$ cat src/rtl/spi_pkg.sv
// -----------------------------------------------------------------------------
// spi_pkg
// Shared types and constants for the SPI master slice: FSM state enum, frame
// command encodings, frame/receive widths and bit-counter terminal values.
// -----------------------------------------------------------------------------
package spi_pkg;

  localparam int FRAME_BITS = 10;  // 2-bit command + 8-bit payload
  localparam int RX_BITS    = 8;   // byte returned on MISO by RD_DATA
  localparam int CNT_W      = 4;   // bit counter width

  // Last counter value of each shifting phase.
  localparam logic [CNT_W-1:0] TX_END = CNT_W'(FRAME_BITS);
  localparam logic [CNT_W-1:0] RX_END = CNT_W'(RX_BITS - 1);

  typedef enum logic [1:0] {
    IDLE,
    SHIFT_OUT,
    SHIFT_IN,
    GAP
  } state_t;

  typedef enum logic [1:0] {
    WR_ADDR = 2'b00,
    WR_DATA = 2'b01,
    RD_ADDR = 2'b10,
    RD_DATA = 2'b11
  } cmd_t;

endpackage

$ cat src/rtl/spi_if.sv
// -----------------------------------------------------------------------------
// spi_if
// Bundles the SPI master's user handshake and serial pins.
//   start/din            : frame request and frame word (user -> master)
//   busy/done            : frame/gap in progress, end-of-frame pulse
//   rx_data/rx_valid     : byte read by an RD_DATA frame and its strobe
//   SS_n/MOSI/MISO       : serial bus to the slave
// Modport master is the spi_master view; modport slave is the environment view.
// -----------------------------------------------------------------------------
interface spi_if;
  import spi_pkg::*;

  logic                  start;
  logic [FRAME_BITS-1:0] din;
  logic                  busy;
  logic                  done;
  logic [RX_BITS-1:0]    rx_data;
  logic                  rx_valid;
  logic                  SS_n;
  logic                  MOSI;
  logic                  MISO;

  modport master (
    input  start, din, MISO,
    output busy, done, rx_data, rx_valid, SS_n, MOSI
  );

  modport slave (
    output start, din, MISO,
    input  busy, done, rx_data, rx_valid, SS_n, MOSI
  );

endinterface

$ cat src/rtl/spi_shift_reg.sv
// -----------------------------------------------------------------------------
// spi_shift_reg
// 10-bit load / shift-left register shared by transmit and receive.
//   clk, rst : clock, synchronous active-high reset
//   load, d  : parallel load of the frame word (has priority over shift)
//   shift    : shift left one place, sin enters at the LSB
//   sout     : current MSB (next bit to transmit)
//   rx_next  : low byte as it will be after a shift with sin; lets the caller
//              capture the final received byte on the same edge as the last
//              MISO sample
// -----------------------------------------------------------------------------
module spi_shift_reg
  import spi_pkg::*;
(
  input  logic                  clk,
  input  logic                  rst,
  input  logic                  load,
  input  logic                  shift,
  input  logic [FRAME_BITS-1:0] d,
  input  logic                  sin,
  output logic                  sout,
  output logic [RX_BITS-1:0]    rx_next
);

  logic [FRAME_BITS-1:0] q;

  // NOTE: sequential state uses non-blocking assignments so every register
  // samples pre-edge values, independent of process ordering.
  always_ff @(posedge clk) begin
    if (rst) begin
      q <= '0;
    end else if (load) begin
      q <= d;
    end else if (shift) begin
      q <= {q[FRAME_BITS-2:0], sin};
    end
  end

  assign sout    = q[FRAME_BITS-1];
  assign rx_next = {q[RX_BITS-2:0], sin};

endmodule

$ cat src/rtl/spi_master.sv
// -----------------------------------------------------------------------------
// spi_master
// Frame-based SPI master. A frame is SS_n low, one idle bit (T0), ten command/
// payload bits MSB first (T1..T10) and, for RD_DATA, eight MISO bits sampled
// on the edges ending T11..T18. SS_n then stays high for GAP_CYCLES cycles.
//   clk  : clock, rising edge
//   rst  : synchronous active-high reset
//   bus  : spi_if.master (start/din in, busy/done/rx_data/rx_valid out,
//          SS_n/MOSI out, MISO in)
// Parameter GAP_CYCLES (1..15): SS_n-high cycles between frames.
// Every output is a flop; inputs only reach outputs through registers.
// -----------------------------------------------------------------------------
module spi_master
  import spi_pkg::*;
#(
  parameter int unsigned GAP_CYCLES = 1
) (
  input  logic  clk,
  input  logic  rst,
  spi_if.master bus
);

  localparam logic [CNT_W-1:0] GAP_END = CNT_W'(GAP_CYCLES - 1);

  state_t             state, state_d;
  logic [CNT_W-1:0]   cnt, cnt_d;
  logic               rd_frame;

  logic               ss_n_q, ss_n_d;
  logic               mosi_q, mosi_d;
  logic               busy_q, busy_d;
  logic               done_q, done_d;
  logic               rx_valid_q, rx_valid_d;
  logic [RX_BITS-1:0] rx_data_q, rx_data_d;

  logic               sh_load, sh_shift, sh_sin, sh_msb;
  logic [RX_BITS-1:0] sh_rx_next;

  spi_shift_reg u_shift (
    .clk     (clk),
    .rst     (rst),
    .load    (sh_load),
    .shift   (sh_shift),
    .d       (bus.din),
    .sin     (sh_sin),
    .sout    (sh_msb),
    .rx_next (sh_rx_next)
  );

  // State register plus the registered outputs.
  always_ff @(posedge clk) begin
    if (rst) begin
      state      <= IDLE;
      cnt        <= '0;
      rd_frame   <= 1'b0;
      ss_n_q     <= 1'b1;
      mosi_q     <= 1'b0;
      busy_q     <= 1'b0;
      done_q     <= 1'b0;
      rx_valid_q <= 1'b0;
      rx_data_q  <= '0;
    end else begin
      state      <= state_d;
      cnt        <= cnt_d;
      ss_n_q     <= ss_n_d;
      mosi_q     <= mosi_d;
      busy_q     <= busy_d;
      done_q     <= done_d;
      rx_valid_q <= rx_valid_d;
      rx_data_q  <= rx_data_d;
      // The command is latched with the word; din may change mid-frame.
      if (sh_load) rd_frame <= (cmd_t'(bus.din[9:8]) == RD_DATA);
    end
  end

  // Next-state logic.
  always_comb begin
    // NOTE: defaults first so every path assigns every output and no latch
    // is inferred.
    state_d = state;
    cnt_d   = cnt;
    unique case (state)
      IDLE: begin
        if (bus.start) begin
          state_d = SHIFT_OUT;
          cnt_d   = '0;
        end
      end
      SHIFT_OUT: begin
        if (cnt == TX_END) begin
          state_d = rd_frame ? SHIFT_IN : GAP;
          cnt_d   = '0;
        end else begin
          cnt_d = cnt + 1'b1;
        end
      end
      SHIFT_IN: begin
        if (cnt == RX_END) begin
          state_d = GAP;
          cnt_d   = '0;
        end else begin
          cnt_d = cnt + 1'b1;
        end
      end
      GAP: begin
        // The edge closing the gap also serves as the start sampling point,
        // so a held start gives exactly GAP_CYCLES SS_n-high cycles.
        if (cnt == GAP_END) begin
          state_d = bus.start ? SHIFT_OUT : IDLE;
          cnt_d   = '0;
        end else begin
          cnt_d = cnt + 1'b1;
        end
      end
    endcase
  end

  // Output logic: next values of the output flops and shifter controls.
  always_comb begin
    sh_load    = (state_d == SHIFT_OUT) && (state != SHIFT_OUT);
    sh_shift   = ((state == SHIFT_OUT) && (cnt != TX_END)) || (state == SHIFT_IN);
    sh_sin     = (state == SHIFT_IN) ? bus.MISO : 1'b0;

    ss_n_d     = !((state_d == SHIFT_OUT) || (state_d == SHIFT_IN));
    busy_d     = (state_d != IDLE);
    // T0 follows an IDLE/GAP state, so the leading bit is always 0.
    mosi_d     = ((state == SHIFT_OUT) && (cnt != TX_END)) ? sh_msb : 1'b0;

    rx_valid_d = (state == SHIFT_IN) && (cnt == RX_END);
    done_d     = rx_valid_d ||
                 ((state == SHIFT_OUT) && (cnt == TX_END) && !rd_frame);
    rx_data_d  = rx_valid_d ? sh_rx_next : rx_data_q;
  end

  assign bus.SS_n     = ss_n_q;
  assign bus.MOSI     = mosi_q;
  assign bus.busy     = busy_q;
  assign bus.done     = done_q;
  assign bus.rx_valid = rx_valid_q;
  assign bus.rx_data  = rx_data_q;

endmodule

$ cat src/flat_wrapper.sv
// flat-port wrapper written by rule: the top's interface ports become plain ports
module spi_master_flat import spi_pkg::*;
#(
  parameter int unsigned GAP_CYCLES = 1
)
  (clk, rst, bus_start, bus_din, bus_MISO, bus_busy, bus_done, bus_rx_data, bus_rx_valid, bus_SS_n, bus_MOSI);
  spi_if bus_i ();
  input  logic clk;
  input  logic rst;
  input wire logic [$bits(bus_i.start)-1:0] bus_start;
  input wire logic [$bits(bus_i.din)-1:0] bus_din;
  input wire logic [$bits(bus_i.MISO)-1:0] bus_MISO;
  output wire logic [$bits(bus_i.busy)-1:0] bus_busy;
  output wire logic [$bits(bus_i.done)-1:0] bus_done;
  output wire logic [$bits(bus_i.rx_data)-1:0] bus_rx_data;
  output wire logic [$bits(bus_i.rx_valid)-1:0] bus_rx_valid;
  output wire logic [$bits(bus_i.SS_n)-1:0] bus_SS_n;
  output wire logic [$bits(bus_i.MOSI)-1:0] bus_MOSI;
  assign bus_i.start = bus_start;
  assign bus_i.din = bus_din;
  assign bus_i.MISO = bus_MISO;
  assign bus_busy = bus_i.busy;
  assign bus_done = bus_i.done;
  assign bus_rx_data = bus_i.rx_data;
  assign bus_rx_valid = bus_i.rx_valid;
  assign bus_SS_n = bus_i.SS_n;
  assign bus_MOSI = bus_i.MOSI;
  spi_master #(.GAP_CYCLES(GAP_CYCLES)) u_core (.clk(clk), .rst(rst), .bus(bus_i));
endmodule
$ cat config.mk
export PLATFORM = sky130hd
export DESIGN_NAME = spi_master_flat
export DESIGN_NICKNAME = d
export VERILOG_FILES = /design/src/rtl/spi_pkg.sv /design/src/rtl/spi_if.sv /design/src/rtl/spi_shift_reg.sv /design/src/rtl/spi_master.sv /design/src/flat_wrapper.sv
export SDC_FILE = /design/constraint.sdc
export NUM_CORES = 1
export LEC_CHECK = 0
export CAP_MARGIN = 20
export CORE_MARGIN = 4
export CORE_UTILIZATION = 55
export CTS_CLUSTER_SIZE = 25
export DETAILED_ROUTE_END_ITERATION = 16
export DONT_BUFFER_PORTS = 1
export MAX_ROUTING_LAYER = met4
export PLACE_DENSITY_LB_ADDON = 0.12
export SLEW_MARGIN = 0
export SYNTH_ARGS = -nofsm -noshare
export SYNTH_HDL_FRONTEND = slang
export SYNTH_SLANG_ARGS = --single-unit
$ cat constraint.sdc
create_clock -name clk -period 2.3 [get_ports clk]
set_input_delay 0.46 -clock clk [delete_from_list [all_inputs] [get_ports clk]]
set_output_delay 0.46 -clock clk [all_outputs]
set_load 0.01 [all_outputs]
==> out/metrics.cfg, run 1 <==
[die]
io_pins=27
dieArea_mm2=0.00362
std_cell_rows=18
die_h_um=60.2
start_util=0.588
fp.dieW_um=60.2
coreArea_mm2=0.00254

[global_routing]
grt_max_degree=30
antenna_found_initial=0
grt_pass1_wl_um=5000
grt_usage=0.189
grt_pass1_vias=1062
overflow=0

[detailed_routing]
drt_pre_antenna_iters=4
drc=0
wl_per_cell_um=15.8
drt-initial-drc-count=38
num_vias=1123
wl_um=3120
viasPerCell=5.70
detail-route-antenna-nets=0

[setup_path]
crit_slowest_cell=dfxtp_2
crit_type=flop to flop
crit_arrival_ns=2.39
max_stage_delay_ns=0.36
cp_cell_sequence=inv_1 > ha_4 > nand3b_1 > o21a_1 > o32ai_2 > inv_1 > ha_2 > buf_4 > nand2b_1 > o21ai_0 > a21oi_1 > a21oi_1
critPathMaxFanout=9
end_kind=flop
cp-start-kind=flop
worstPathRequired_ns=2.56

[hold_path]
hp-class=input port to flop

[yosys]
synth_top_area_share=0.401
yosysTopAreaCell=dfxtp_1
yosysUniqueCellTypes=40
ys_top_cells_by_count=dfxtp_1 (30), nor2_1 (21), nand2_1 (14)
synth_top_family_by_area=simple AND/OR/NAND/NOR gates
synthArstFlopShare=0
synth.most_common_cell=dfxtp_1
synth_area_leaders=dfxtp_1 (40%), mux2i_1 (8.0%), a311oi_2 (6.0%)
yosys.area_share.simple=0.249
netlist_area_mm2=0.00150
ys.warnings.count=0
synthAdderAreaFrac=0.0418
synthFlopType=dfxtp_1
syn_inst=160
synth_edf_count=0
synth-seq-cells=30
postSynthAreaPerCell_um2=9.35
syn-num-nets=179
synthMuxAreaShare=0.0803
synth_compound_area_frac=0.159
yosysSeqAreaShare=0.401
synth-xor-area-share=0.0117

[cells_and_area]
nNetsFinal=185
area_growth_pct=14.1
layout-drive-gt1-share=0.263
n_antenna_cell=0

[placement]
io_buffers=0
hpwl_um=2100
gp_congestion=0.856

[run_status]
status=finished, final reports clean

[timing]
drv_slew=0
fin_setup_tns_ns=0
period_share=0.925
fin_worst_skew_ns=0.0122
max-slew-margin-rel=0.688
worst_pin_slew_ns=0.464
rsz0062_at_grt=no
max_freq_mhz=470
min_period_ns=2.13
hold_viol_final=0
setup_violations=0

[run]
maxCapViolCount=0

[cts]
cts_buffers=5
cts_max_level=2
cts.sinks=30
clock_latency_ns=0.32
clkTransAtPathRegs_ns=0.10
cts_tree=built
cts_max_path_buffers=2
holdBufCountCts=0
cts-root-buf=clkbuf_4

[power_and_ir_drop]
ir_worst_vdd_v=0.000581
p_per_area_mw_per_mm2=731
totalPowerFinal_mw=1.25
p_leak_nw=0.683

## layout make-up
cell class | count | area [um2]
fillers | 202 | 837
clock inverters | 2 | 60.1
multi-input cells | 115 | 852
flip-flops and latches | 30 | 604
repair buffers | 10 | 87.6
well taps | 30 | 37.5
clock buffers | 6 | 51.3
inverters | 4 | 15.0
## metrics by stage
step | cells | setup WS, ns | hold slack (ns) | utilization | cell area [um2]
detailed placement | 187 | 0.0869 | 0.456 | 0.604 | 1540
floorplan | 160 | 0.0657 | 0.441 | - | 1500
CTS | 195 | 0.0599 | 0.184 | 0.647 | 1650
global placement | 187 | 0.187 | 0.452 | 0.604 | 1540
global route | 197 | 0.00315 | 0.174 | 0.671 | 1710
finish | 197 | 0.172 | 0.199 | 0.671 | 1710
## critical path, delay by kind of cell, from the launching register on
| family | cells | cell delay, ns |
|---|---|---|
| and+or+nand+nor | 2 | 0.23 |
| DFF | 1 | 0.36 |
| buffers and inverters | 3 | 0.35 |
| adders and majority gates | 2 | 0.34 |
| AOI/OAI and AO/OA | 5 | 0.79 |
## flip-flops by register name, indices dropped and copies added, names as in the netlist
signal and count:
u_core.bus.MOSI 1, u_core.bus.SS_n 1, u_core.bus.busy 1, u_core.bus.done 1
u_core.bus.rx_data 8, u_core.bus.rx_valid 1, u_core.cnt 4, u_core.rd_frame 1
u_core.state 2, u_core.u_shift.q 10
## what timing repair did
action / in CTS / in global routing
resized for setup: 0 / 11
setup endpoints to repair: 0 / 8
buffers inserted: 0 / 2
## layout by cell type, fill, tap and decap left out, drive strengths merged, types with 2 or more instances in the layout
master,instances
clkbuf,6
and2b,2
xor2,2
nand3b,4
and4b,2
nor2b,2
dfxtp,30
bufinv,2
ha,5
buf,10
a211oi,3
nand2b,2
a21oi,6
nand2,15
mux2i,12
o21ai,4
nor2,25
inv,4
a311oi,6
or2,3
nand3,9
## per-layer routing
metal	vias up	global-route usage	wire length [um]
met5	-	-	0
met4	0	0.0601	40
met3	7	0.0518	260
met2	36	0.267	1360
met1	508	0.260	1460
li1	572	-	-
## power by group
group / total, mW / internal, mW / switching, mW
combinational: 0.128 / 0.0599 / 0.0677
sequential: 0.569 / 0.545 / 0.0237
clock: 0.552 / 0.368 / 0.184
total: 1.25 / 0.973 / 0.275
## worst paths after layout
path                                 from                                to  slack [ns]  cells after the start
max            u_core.cnt[1]$_SDFFE_PP0P_  u_core.u_shift.q[0]$_SDFFE_PP0P_        0.17                     12
min reg2reg  u_core.rd_frame$_SDFFE_PP0P_      u_core.rd_frame$_SDFFE_PP0P_        0.47                      2
max reg2reg    u_core.cnt[1]$_SDFFE_PP0P_  u_core.u_shift.q[0]$_SDFFE_PP0P_        0.17                     12
min                                   rst  u_core.u_shift.q[8]$_SDFFE_PP0P_        0.20                      1
## kinds of logic after synthesis
family | after synthesis
AO/OA/AOI/OAI | 26
XOR/XNOR | 2
adder cells (fa/ha/maj) | 5
buffers and inverters | 15
flip-flops | 30
multiplexers | 12
AND/OR/NAND/NOR | 70
Note: power is estimated with default switching activity, not from simulation.
==> run 2, diff against run 1 <==
--- a/config.mk
+++ b/config.mk
@@ -7,6 +7,8 @@
 export LEC_CHECK = 0
 export CAP_MARGIN = 20
+export CELL_PAD_IN_SITES_DETAIL_PLACEMENT = 1
+export CELL_PAD_IN_SITES_GLOBAL_PLACEMENT = 2
 export CORE_MARGIN = 4
-export CORE_UTILIZATION = 55
+export CORE_UTILIZATION = 34
 export CTS_CLUSTER_SIZE = 25
 export DETAILED_ROUTE_END_ITERATION = 16
==> constraint.sdc (replaced) <==
create_clock -name clk -period 2.3 [get_ports clk]
set_input_delay 0.345 -clock clk [delete_from_list [all_inputs] [get_ports clk]]
set_output_delay 0.345 -clock clk [all_outputs]
set_load 0.01 [all_outputs]
==> run 2 against run 1 <==
Utilization fell by 26 points. Combinational power is essentially flat. Total power down 8.7%. Clock power down 20%. Critical path type unchanged. Largest cell class unchanged.
==> out/metrics.cfg, run 2 (synthesis results as in run 1) <==
[run_status]
status=finished, final reports clean  ; unchanged

[cells_and_area]
area_growth_pct=13.6  ; was 14.1%
final_cell_mix=dfxtp_1 (29), nor2_1 (21), nand2_1 (14)  ; was dfxtp_1 (27), nor2_1 (21), nand2_1 (14)
final_common_cell=dfxtp_1  ; unchanged
multi_input_area_um2=843  ; was 852 um2
nNetsFinal=187  ; was 185
largest-register=u_core.u_shift.q  ; unchanged
layout-drive-gt1-share=0.254  ; was 0.263
ff_latch_area_um2=602  ; was 604 um2
fillerInstances=484  ; was 202
largest_reg_flops=10  ; unchanged
fin_util=0.413  ; was 0.671
n_antenna_cell=0  ; unchanged

[timing]
max-slew-margin-rel=0.664  ; was 0.688
max_freq_mhz=470  ; about the same
hold_viol_final=0  ; unchanged
setup_ws_ns=0.173  ; was 0.172 ns
drv_slew=0  ; unchanged
min_period_ns=2.13  ; about the same
setup_violations=0  ; unchanged
worst_pin_slew_ns=0.499  ; was 0.464 ns
rsz0062_at_grt=no  ; unchanged
fin_worst_skew_ns=0.00527  ; was 0.0122 ns
fin_setup_tns_ns=0  ; unchanged
period_share=0.925  ; about the same

[die]
die_h_um=74.3  ; was 60.2 um
dieArea_mm2=0.00553  ; was 0.00362 mm2
io_pins=27  ; unchanged
fp.dieW_um=74.3  ; was 60.2 um
coreArea_mm2=0.00412  ; was 0.00254 mm2
std_cell_rows=23  ; was 18
start_util=0.364  ; was 0.588

[setup_path]
cp_cell_sequence=ha_2 > nand4bb_1 > a31oi_1 > o32ai_2 > inv_1 > ha_2 > buf_4 > nand3_1 > a311oi_2  ; was inv_1 > ha_4 > nand3b_1 > o21a_1 > o32ai_2 > inv_1 > ha_2 > buf_4 > nand2b_1 > o21ai_0 > a21oi_1 > a21oi_1
rr_worst_depth=9  ; was 12
worstPathRequired_ns=2.49  ; was 2.56 ns
cp_num_buf_inv=2  ; was 3
cp-start-kind=flop  ; unchanged
rr_startpoint=u_core.cnt[1]$_SDFFE_PP0P_  ; unchanged
cpMostUsedCell=ha_2
cpLargestDelayFamily=compound AO/OA/AOI/OAI gates  ; unchanged
r2r-end=u_core.u_shift.q[1]$_SDFFE_PP0P_  ; was u_core.u_shift.q[0]$_SDFFE_PP0P_
crit_slowest_cell=dfxtp_1  ; was dfxtp_2
crit_type=flop to flop  ; unchanged
end_kind=flop  ; unchanged
crit_arrival_ns=2.31  ; was 2.39 ns
max_stage_delay_ns=0.41  ; was 0.36 ns
regToRegSetupSlack_ns=0.17  ; about the same
critPathMaxFanout=7  ; was 9

[cts]
cts-root-buf=clkbuf_8  ; was clkbuf_4
cts_tree=built  ; unchanged
cts_max_level=2  ; unchanged
clock_latency_ns=0.28  ; was 0.32 ns
cts_max_path_buffers=2  ; unchanged
clkTransAtPathRegs_ns=0.07  ; was 0.10 ns
cts.sinks=30  ; unchanged
cts_buffers=5  ; unchanged

[hold_path]
hp-class=input port to flop  ; unchanged
min_from=rst  ; unchanged
hold_depth=1  ; unchanged
min_to=u_core.state[0]$_SDFF_PP0_  ; was u_core.u_shift.q[8]$_SDFFE_PP0P_

[placement]
gp_congestion=0.779  ; was 0.856
io_buffers=0  ; unchanged
dp_slack_ns=-0.00140  ; was 0.0869 ns
hpwl_um=2660  ; was 2100 um

[detailed_routing]
drc=0  ; unchanged
num_vias=1182  ; was 1123
wl_per_cell_um=16.8  ; was 15.8 um
detail-route-antenna-nets=0  ; unchanged
drt_pre_antenna_iters=4  ; unchanged
wl_um=3690  ; was 3120 um
viasPerCell=5.40  ; was 5.70
drt-initial-drc-count=51  ; was 38

[power_and_ir_drop]
totalPowerFinal_mw=1.14  ; was 1.25 mW
ir_worst_vdd_v=0.000352  ; was 0.000581 V
p_leak_nw=0.672  ; was 0.683 nW
p_per_area_mw_per_mm2=671  ; was 731 mW/mm2

[run]
maxCapViolCount=0  ; unchanged

[global_routing]
grt_pass1_wl_um=6010  ; was 5000 um
grt_max_degree=30  ; unchanged
antenna_found_initial=0  ; unchanged
overflow=0  ; unchanged
grt_usage=0.145  ; was 0.189
grt_pass1_vias=1237  ; was 1062

==> run 2: metal layers <==
metal | part of all wire | global-route usage
met1 | 0.50 | 0.202
met2 | 0.45 | 0.212
met3 | 0.043 | 0.0351
met4 | 0.0062 | 0.0356
met5 | 0 | -
==> run 2: power by group <==
part	switching, mW	total (mW)	internal, mW	leakage, nW
logic	0.0720	0.131	0.0594	0.379
clock network	0.199	0.439	0.240	0.0472
registers	0.0239	0.569	0.545	0.246
==> run 2: layout make-up <==
type / count / area share
Timing Repair Buffer: 11 / 0.0486
Inverter: 4 / 0.00883
Clock buffer: 6 / 0.0486
Tap cell: 50 / 0.0368
Sequential cell: 30 / 0.354
Multi-Input combinational cell: 116 / 0.496
Clock inverter: 2 / 0.00736
==> run 2: worst max path at each step <==
| stage | from | to | slack (ns) | cells past startpoint |
|---|---|---|---|---|
| floorplan | u_core.cnt[0]$_SDFFE_PP0P_ | u_core.u_shift.q[4]$_SDFFE_PP0P_ | 0.07 | 12 |
| global placement | u_core.cnt[0]$_SDFFE_PP0P_ | u_core.u_shift.q[7]$_SDFFE_PP0P_ | 0.07 | 8 |
| detailed placement | u_core.cnt[0]$_SDFFE_PP0P_ | u_core.u_shift.q[9]$_SDFFE_PP0P_ | -0.001 | 9 |
| CTS | u_core.cnt[0]$_SDFFE_PP0P_ | u_core.u_shift.q[9]$_SDFFE_PP0P_ | 0.02 | 9 |
| global route | u_core.cnt[1]$_SDFFE_PP0P_ | u_core.u_shift.q[7]$_SDFFE_PP0P_ | 0.002 | 9 |
| finish | u_core.cnt[1]$_SDFFE_PP0P_ | u_core.u_shift.q[1]$_SDFFE_PP0P_ | 0.17 | 9 |
==> run 2: repair_timing <==
action                                  CTS  global route
endpoints found under the setup margin    2             7
pin swaps                                 0             2
setup buffers                             0             0
gates cloned                              0             1
resized for setup                         2             6
hold buffers                              0             0
==> run 2: through the flow <==
step | instances | hold slack [ns] | area, um2
after floorplan | 160 | 0.441 | 1500
after global placement | 210 | 0.419 | 1570
after detailed placement | 210 | 0.420 | 1570
after CTS | 218 | 0.123 | 1680
after global routing | 219 | 0.129 | 1700
final | 219 | 0.145 | 1700
==> run 3, diff against run 2 <==
- ABC_AREA: default -> 1
- CORE_UTILIZATION: 34 -> 30
- GPL_ROUTABILITY_DRIVEN: default -> 0
==> run 3 against run 2 <==
Clock power rose by 4%. Sequential power barely moved. Synthesized cell count rose by 39%. Via count rose by 14%. Clock-buffer cell count did not move. Non-clock buffer count fell by 7. Utilization fell by 6.1 points. Die area rose by 13%. Cell area fell by 0.15%. Critical path type unchanged.
==> out/metrics.cfg, run 3 <==
[detailed_routing]
wl_per_cell_um=13.6  ; was 16.8 um
viasPerCell=4.56  ; was 5.40
drt_pre_antenna_iters=4  ; unchanged
drc=0  ; unchanged
wl_um=3990  ; was 3690 um
detail-route-antenna-nets=0  ; unchanged
drt-initial-drc-count=63  ; was 51
num_vias=1342  ; was 1182

[timing]
max_freq_mhz=487  ; was 470 MHz
setup_ws_ns=0.245  ; was 0.173 ns
drv_slew=0  ; unchanged
hold_viol_final=0  ; unchanged
worst_pin_slew_ns=0.435  ; was 0.499 ns
setup_violations=0  ; unchanged
min_period_ns=2.06  ; was 2.13 ns
fin_worst_skew_ns=0.0116  ; was 0.00527 ns
period_share=0.894  ; was 0.925
rsz0062_at_grt=no  ; unchanged
max-slew-margin-rel=0.710  ; was 0.664
fin_setup_tns_ns=0  ; unchanged

[cts]
clock_latency_ns=0.29  ; was 0.28 ns
cts.sinks=30  ; unchanged
cts-root-buf=clkbuf_8  ; unchanged
cts_max_level=2  ; unchanged
cts_buffers=5  ; unchanged
clkTransAtPathRegs_ns=0.08  ; was 0.07 ns
cts_tree=built  ; unchanged
cts_max_path_buffers=2  ; unchanged
holdBufCountCts=0  ; unchanged

[yosys]
synth-seq-cells=30  ; unchanged
yosysTopAreaCell=dfxtp_1  ; unchanged
ys_top_cells_by_count=nand2_1 (53), nor2_1 (47), dfxtp_1 (30)  ; was dfxtp_1 (30), nor2_1 (21), nand2_1 (14)
syn_inst=222  ; was 160
yosysUniqueCellTypes=23  ; was 40
netlist_area_mm2=0.00152  ; was 0.00150 mm2
synth.most_common_cell=nand2_1  ; was dfxtp_1
synth_edf_count=0  ; unchanged
synth_top_family_by_area=simple AND/OR/NAND/NOR gates  ; unchanged
ys.warnings.count=0  ; unchanged
synthAdderAreaFrac=0.0413  ; was 0.0418
synth_compound_area_frac=0.0602  ; was 0.159
synthFlopType=dfxtp_1  ; unchanged
synth-xor-area-share=0.00578  ; was 0.0117
postSynthAreaPerCell_um2=6.83  ; was 9.35 um2
synth_top_area_share=0.396  ; was 0.401
synth_area_leaders=dfxtp_1 (40%), nand2_1 (13%), nor2_1 (12%)  ; was dfxtp_1 (40%), mux2i_1 (8.0%), a311oi_2 (6.0%)
synthArstFlopShare=0  ; unchanged
syn-num-nets=241  ; was 179
yosys.area_share.simple=0.406  ; was 0.249
synthMuxAreaShare=0  ; was 0.0803
yosysSeqAreaShare=0.396  ; was 0.401

[setup_path]
rr_startpoint=u_core.cnt[0]$_SDFFE_PP0P_  ; was u_core.cnt[1]$_SDFFE_PP0P_
crit_type=flop to flop  ; unchanged
cp_cell_sequence=inv_1 > ha_1 > nand2_1 > nor2_1 > nor2_1 > nor2_1 > nand2_1 > nand2_2 > inv_1 > ha_1 > nand2_4 > inv_1 > nand2_1 > nand2_1 > nor2_1 > nor2_1  ; was ha_2 > nand4bb_1 > a31oi_1 > o32ai_2 > inv_1 > ha_2 > buf_4 > nand3_1 > a311oi_2
cpMostUsedCell=nor2_1  ; was ha_2
regToRegSetupSlack_ns=0.24  ; was 0.17 ns
crit_slowest_cell=dfxtp_1  ; unchanged
cp-startpoint=u_core.cnt[0]$_SDFFE_PP0P_  ; was u_core.cnt[1]$_SDFFE_PP0P_
worstPathRequired_ns=2.48  ; was 2.49 ns
crit_arrival_ns=2.24  ; was 2.31 ns
cp-start-kind=flop  ; unchanged
rr_worst_depth=16  ; was 9
critPathMaxFanout=18  ; was 7
critPathCapture=u_core.u_shift.q[0]$_SDFFE_PP0P_  ; was u_core.u_shift.q[1]$_SDFFE_PP0P_
r2r-end=u_core.u_shift.q[0]$_SDFFE_PP0P_  ; was u_core.u_shift.q[1]$_SDFFE_PP0P_
max_stage_delay_ns=0.34  ; was 0.41 ns
end_kind=flop  ; unchanged

[cells_and_area]
nNetsFinal=245  ; was 187
n_antenna_cell=0  ; unchanged
largest_reg_flops=10  ; unchanged
final_cell_mix=nand2_1 (53), nor2_1 (46), dfxtp_1 (30)  ; was dfxtp_1 (29), nor2_1 (21), nand2_1 (14)
layout-drive-gt1-share=0.150  ; was 0.254
area_growth_pct=12.0  ; was 13.6%
largest-register=u_core.u_shift.q  ; unchanged
final_common_cell=nand2_1  ; was dfxtp_1
fillerInstances=633  ; was 484

[run]
maxCapViolCount=0  ; unchanged

[die]
die_h_um=79.1  ; was 74.3 um
io_pins=27  ; unchanged
coreArea_mm2=0.00482  ; was 0.00412 mm2
dieArea_mm2=0.00626  ; was 0.00553 mm2
start_util=0.315  ; was 0.364
std_cell_rows=25  ; was 23
fp.dieW_um=79.1  ; was 74.3 um

[power_and_ir_drop]
ir_worst_vdd_v=0.000283  ; was 0.000352 V
p_leak_nw=0.773  ; was 0.672 nW
p_per_area_mw_per_mm2=699  ; was 671 mW/mm2

[run_status]
status=finished, final reports clean  ; unchanged

[global_routing]
antenna_found_initial=0  ; unchanged
grt_usage=0.143  ; was 0.145
grt_pass1_wl_um=6680  ; was 6010 um
overflow=0  ; unchanged
grt_max_degree=18  ; was 30
grt_pass1_vias=1375  ; was 1237

[placement]
dp_slack_ns=0.187  ; was -0.00140 ns
hpwl_um=2900  ; was 2660 um
io_buffers=0  ; unchanged

[hold_path]
hp-class=input port to flop  ; unchanged

## run 3: cell count changes in the layout (fill, tap and decap cells not counted), sizes merged, moves of 4 or more
cell	delta
a311oi	-6
buf	-7
inv	+20
mux2i	-12
nand2	+45
nand3	+15
nand3b	-4
nor2	+24
o21ai	+4
## run 3: logic make-up after synthesis
| family | count (synthesis) |
|---|---|
| compound gates | 16 |
| xor+xnor | 1 |
| fa+ha+maj | 5 |
| buf+inv | 32 |
| flops | 30 |
| simple gates | 138 |
## run 3: timing repair
item	in CTS	in global routing
setup buffers	0	0
gates resized for setup	0	2
setup endpoints to repair	0	5
## run 3: metrics by stage
step | utilization | hold WS [ns] | total power [mW] | area (um2) | cells
3_5_place_dp | 0.329 | 0.414 | 0.737 | 1580 | 285
2_1_floorplan | - | 0.424 | 0.708 | 1520 | 222
4_1_cts | 0.348 | 0.0938 | 1.21 | 1680 | 293
3_3_place_gp | 0.329 | 0.414 | 0.733 | 1580 | 285
6_report | 0.352 | 0.112 | 1.19 | 1700 | 294
5_1_grt | 0.352 | 0.0893 | 1.26 | 1700 | 294
## run 3: layout make-up
cell class,instances,area [um2],share of cell area
clock inverter,2,12.5,0.00737
tap,67,83.8,0.0494
clock buffer,6,82.6,0.0486
sequential,30,601,0.354
timing repair buffer,4,30.0,0.0177
inverter,24,90.1,0.0531
multi-input combinational,161,798,0.470
## run 3: worst max-delay path, delay by kind of cell (launching register included)
kind | cells | cell delay, ns
and+or+nand+nor | 11 | 1.01
adders and majority gates | 2 | 0.38
DFF | 1 | 0.34
buffers and inverters | 3 | 0.25
## run 3: worst min-delay path by stage
stage          cells past startpoint  slack [ns]                               end                              from
2_1_floorplan                      2        0.42        u_core.bus.MOSI$_SDFF_PP0_  u_core.u_shift.q[9]$_SDFFE_PP0P_
3_3_place_gp                       1        0.41  u_core.u_shift.q[5]$_SDFFE_PP0P_                               rst
3_5_place_dp                       1        0.41  u_core.u_shift.q[5]$_SDFFE_PP0P_                               rst
4_1_cts                            1        0.09  u_core.u_shift.q[5]$_SDFFE_PP0P_                               rst
5_1_grt                            1        0.09  u_core.u_shift.q[5]$_SDFFE_PP0P_                               rst
6_report                           1        0.11  u_core.u_shift.q[5]$_SDFFE_PP0P_                               rst
## run 3: layer usage
metal  vias to the layer above  GRT usage  part of all wire
met1                       614      0.196              0.53
met5                         -          -                 0
met3                         6     0.0397             0.033
li1                        698          -                 -
met4                         0     0.0653             0.016
met2                        24      0.194              0.42
## run 3: power breakdown
group	total, mW	internal [mW]	leakage, nW	switching (mW)
Clock	0.456	0.240	0.0472	0.215
Sequential	0.568	0.546	0.245	0.0227
Combinational	0.162	0.0584	0.481	0.104
Total	1.19	0.844	0.773	0.342
